### src/rtl/latch_write_sequencer.sv
// Write sequencer for a bank of level-sensitive D latches on a shared data bus.
// Each accepted write runs setup, enable-pulse and hold phases around a stable D.
module latch_write_sequencer #(
   parameter int unsigned WIDTH     = 8,
   parameter int unsigned N_LATCH   = 4,
   parameter int unsigned ADDR_W    = 2,
   parameter int unsigned SETUP_CYC = 1,
   parameter int unsigned PULSE_CYC = 2,
   parameter int unsigned HOLD_CYC  = 1
) (
   input  logic               clk,
   input  logic               reset_n,
   input  logic               wr_valid,
   output logic               wr_ready,
   input  logic [ADDR_W-1:0]  wr_addr,
   input  logic [WIDTH-1:0]   wr_data,
   output logic [WIDTH-1:0]   latch_D,
   output logic [N_LATCH-1:0] latch_E,
   output logic               done,
   output logic               err
);

   localparam int unsigned MAX_SP  = (SETUP_CYC > PULSE_CYC) ? SETUP_CYC : PULSE_CYC;
   localparam int unsigned MAX_CYC = (MAX_SP > HOLD_CYC) ? MAX_SP : HOLD_CYC;
   localparam int unsigned CNT_W   = (MAX_CYC > 1) ? $clog2(MAX_CYC) : 1;

   typedef enum logic [1:0] {StIdle, StSetup, StPulse, StHold} state_e;

   state_e             state_q, state_d;
   logic [CNT_W-1:0]   cnt_q, cnt_d;
   logic [ADDR_W-1:0]  addr_q;
   logic [WIDTH-1:0]   data_q;
   logic [N_LATCH-1:0] en_q, en_d;
   logic               done_q, done_d;
   logic               err_q, err_d;
   logic               accept;
   logic               addr_ok;
   logic               load;

   assign accept  = wr_valid && (state_q == StIdle);
   assign addr_ok = 32'(wr_addr) < N_LATCH;

   always_ff @(posedge clk or negedge reset_n) begin
      if (!reset_n) begin
         state_q <= StIdle;
         cnt_q   <= '0;
      end else begin
         state_q <= state_d;
         cnt_q   <= cnt_d;
      end
   end

   // Counter is loaded with (phase length - 1) on entry and counts down to zero.
   always_comb begin
      state_d = state_q;
      cnt_d   = cnt_q;
      load    = 1'b0;
      unique case (state_q)
         StIdle: begin
            if (accept && addr_ok) begin
               state_d = StSetup;
               cnt_d   = CNT_W'(SETUP_CYC - 1);
               load    = 1'b1;
            end
         end
         StSetup: begin
            if (cnt_q == '0) begin
               state_d = StPulse;
               cnt_d   = CNT_W'(PULSE_CYC - 1);
            end else begin
               cnt_d = cnt_q - CNT_W'(1);
            end
         end
         StPulse: begin
            if (cnt_q == '0) begin
               state_d = StHold;
               cnt_d   = CNT_W'(HOLD_CYC - 1);
            end else begin
               cnt_d = cnt_q - CNT_W'(1);
            end
         end
         StHold: begin
            if (cnt_q == '0) begin
               state_d = StIdle;
            end else begin
               cnt_d = cnt_q - CNT_W'(1);
            end
         end
         default: state_d = StIdle;
      endcase
   end

   // Enables follow the next state so they are registered and aligned to the pulse phase.
   always_comb begin
      en_d   = (state_d == StPulse) ? (N_LATCH'(1) << addr_q) : '0;
      done_d = (state_q == StHold) && (cnt_q == '0);
      err_d  = accept && !addr_ok;
   end

   always_ff @(posedge clk or negedge reset_n) begin
      if (!reset_n) begin
         addr_q <= '0;
         data_q <= '0;
         en_q   <= '0;
         done_q <= 1'b0;
         err_q  <= 1'b0;
      end else begin
         if (load) begin
            addr_q <= wr_addr;
            data_q <= wr_data;
         end
         en_q   <= en_d;
         done_q <= done_d;
         err_q  <= err_d;
      end
   end

   assign wr_ready = (state_q == StIdle);
   assign latch_D  = data_q;
   assign latch_E  = en_q;
   assign done     = done_q;
   assign err      = err_q;

endmodule

### config.mk
export PLATFORM = sky130hd
export DESIGN_NAME = latch_write_sequencer
export DESIGN_NICKNAME = d
export VERILOG_FILES = /design/src/rtl/latch_write_sequencer.sv
export SDC_FILE = /design/constraint.sdc
export NUM_CORES = 1
export LEC_CHECK = 0
export CAP_MARGIN = 30
export CELL_PAD_IN_SITES_DETAIL_PLACEMENT = 1
export CELL_PAD_IN_SITES_GLOBAL_PLACEMENT = 1
export CORE_MARGIN = 1
export CORE_UTILIZATION = 35
export CTS_CLUSTER_DIAMETER = 150
export DETAILED_ROUTE_END_ITERATION = 16
export GPL_ROUTABILITY_DRIVEN = 0
export HOLD_SLACK_MARGIN = 0.15
export PLACE_DENSITY = 0.89
export SLEW_MARGIN = 20
export SYNTH_ARGS = -nofsm -noshare
export SYNTH_HDL_FRONTEND = slang
export SYNTH_SLANG_ARGS = --single-unit
### constraint.sdc
create_clock -name clk -period 3.41 [get_ports clk]
set_clock_uncertainty 0.15 [all_clocks]
set_input_delay 0.682 -clock clk [delete_from_list [all_inputs] [get_ports clk]]
set_output_delay 0.682 -clock clk [all_outputs]
set_load 0.03 [all_outputs]
==> results.cfg <==
[setup_path]
worst_setup_path_start_kind = flip-flop
path_class = flip-flop to output port
crit_required_ns = 2.58
cp_max_fo = 9
worst_ep_arrival_time_ns = 1.58
critPathCaptureType = output port
worstRegToRegCells = 2

[floorplan]
design.die.area_um2 = 2260
floorplan.io_pins = 28
die_height_um = 47.5
rows = 16
core_um2 = 1960
starting_density_of_the_core = 0.369
die_width_um = 47.5

[route]
drc_errors = 0
drt_first_iter_violations = 3
final_ant_viol_nets = 0
avgRoutedWirePerCell_um = 13.2
via_density_per_instance = 4.64
dr_total_vias = 497
drt-pass1-iter-count = 3
postRouteWirelength_um = 1410

[synthesis]
synth.area.top_cells = dfrtp_1 62%, mux2_2 16%, a21oi_1 2.8%, buf_4 2.1%, a211oi_2 1.7%
ys_seq_elements = 18
synthesis.instances = 53
post-synth-top-count-cell = dfrtp_1
postSynthNetCount = 66
syn_area_um2 = 724
ys.flop_type = dfrtp_1
synthDistinctLibCells = 19
synth_edf_count = 0
synth_largest_type_area_fraction = 0.622
sequential_share_of_the_synthesized_area = 0.622
ys_warn_count = 0
async_reset_ff_frac = 1.00
yosys-top-cells-count = 18 x dfrtp_1, 10 x mux2_2, 4 x a21oi_1, 3 x nor2_1
avgSynthCellArea_um2 = 13.7
synth_largest_area_cell = dfrtp_1

[sta]
final-setup-viol-count = 0
worst_pin_slew_ns = 0.775
max_freq_mhz = 415
rsz0062_at_grt = no
timing.slew.headroom = 0.481
timing.final.hold_violations = 0
drv_slew = 0
period_share = 0.706
finalWorstPathRequiredPeriod_ns = 2.41
setup_tns_ns = 0

[global_routing]
first_global_vias = 467
grt.total_usage = 0.133
grt.overflow.total = 0
grt_pass1_wl_um = 1960
antenna_found_initial = 0
grt_start_max_net_pins = 19

[pwr]
pwr_density_cell_nw_per_um2 = 980
sequentialPowerShare = 0.384
comb_power_share = 0.490
fin_total_pwr_mw = 1.01
power.switching_uw = 396
cellInternalPower_uw = 619
share_clk_of_total_power = 0.126
power_switching_share = 0.390
leakage_nw = 0.430
peakVddDrop_v = 0.000383

[job]
number_of_violations_of_the_max_capacitance_limit = 0

[cells_and_area]
multi_input_area_um2 = 250
drive_gt1_frac = 0.225
number_of_diodes_added_for_antenna_fixing = 0
final-seq-area_um2 = 450
num-fill-cells = 225
areaGrowthSynthToFinish_pct = 42.8
fin_nets = 94

[hold_path]
whs_path_depth = 1
min-delay-path-class = flip-flop to flip-flop

[cts]
cts_hold_repair.buffers = 0
cts_tree = built
cts-buffers-inserted = 3
post_cts_resized = 0
clock-sinks = 18
cts-htree-levels = 1
post-cts-setup-buffer-count = 0
clk_pin_slew_ns = 0.10
clock_tree.root_cell = clkbuf_4
cts_buffer_depth = 2
worstSkewPairLatency_ns = 0.29

[status]
outcome = finished clean

[place]
hpwlAfterDp_um = 1040
port-buffer-count = 26
==> layer usage <==
layer	track usage	routed length, um	vias up
li1	-	-	232
met1	0.150	536	244
met2	0.238	779	17
met3	0.0264	66	4
met4	0.0686	27	0
met5	0	0	-
==> sequential cells by signal (all words and copies together) (netlist names) <==
register  count
latch_E       4
latch_D       8
addr_q        2
state_q       2
cnt_q         1
done          1
==> kinds of logic after synthesis <==
| logic type | Yosys count | share of synthesized area |
|---|---|---|
| AND/OR/NAND/NOR | 13 | 0.117 |
| multiplexers | 10 | 0.155 |
| other | 1 | 0.00518 |
| flip-flops | 18 | 0.622 |
| XOR/XNOR | 1 | 0.0121 |
| AO/OA/AOI/OAI | 6 | 0.0553 |
| buffers and inverters | 4 | 0.0328 |
==> metrics by stage <==
stage	instances	cell area (um^2)	hold slack (ns)	utilization	setup WS (ns)
floorplan	53	724	0.236	-	1.67
global placement	103	998	0.337	0.509	0.923
detailed placement	103	998	0.348	0.509	0.894
CTS	107	1030	0.361	0.527	0.971
global route	107	1030	0.383	0.527	0.922
finish	107	1030	0.356	0.527	1.00
==> area by class of cell <==
| type | instances | area share |
|---|---|---|
| Timing Repair Buffer | 26 | 0.252 |
| Clock buffer | 4 | 0.0351 |
| Inverter | 1 | 0.00363 |
| Sequential cell | 18 | 0.435 |
| Tap cell | 27 | 0.0326 |
| Multi-Input combinational cell | 31 | 0.242 |
==> power by group through the flow <==
stage          clock network (mW)  registers [mW]  logic (mW)
5_1_grt                     0.137           0.406       0.530
4_1_cts                     0.132           0.393       0.504
6_report                    0.127           0.390       0.497
2_1_floorplan                   0           0.506       0.193
3_5_place_dp                    0           0.395       0.501
3_3_place_gp                    0           0.389       0.487
==> critical path, stage by stage, from the launching register on <==
cell	delay (ns)
dfrtp_1	0.49
nor2_1	0.12
clkdlybuf4s50_1	0.67
==> layout by cell type, fill, tap and decap left out, types with 2 or more instances in the layout <==
cell type        count
clkdlybuf4s50_1     26
nand2_1              2
nor2_1               3
mux2_2              10
clkbuf_4             3
nand2b_1             2
a21oi_1              4
dfrtp_1             18
==> worst paths after layout <==
path / start / end / slack, ns
setup / recovery: state_q[1] / wr_ready / 1.00
hold / removal: addr_q[0] / latch_E[0] / 0.36
setup reg to reg: state_q[1] / latch_D[2] / 1.59
hold reg to reg: addr_q[0] / latch_E[0] / 0.36
max in group asynchronous: reset_n / cnt_q / 1.94
min in group asynchronous: reset_n / latch_D[0] / 0.69
Note: power is estimated with default switching activity, not from simulation.
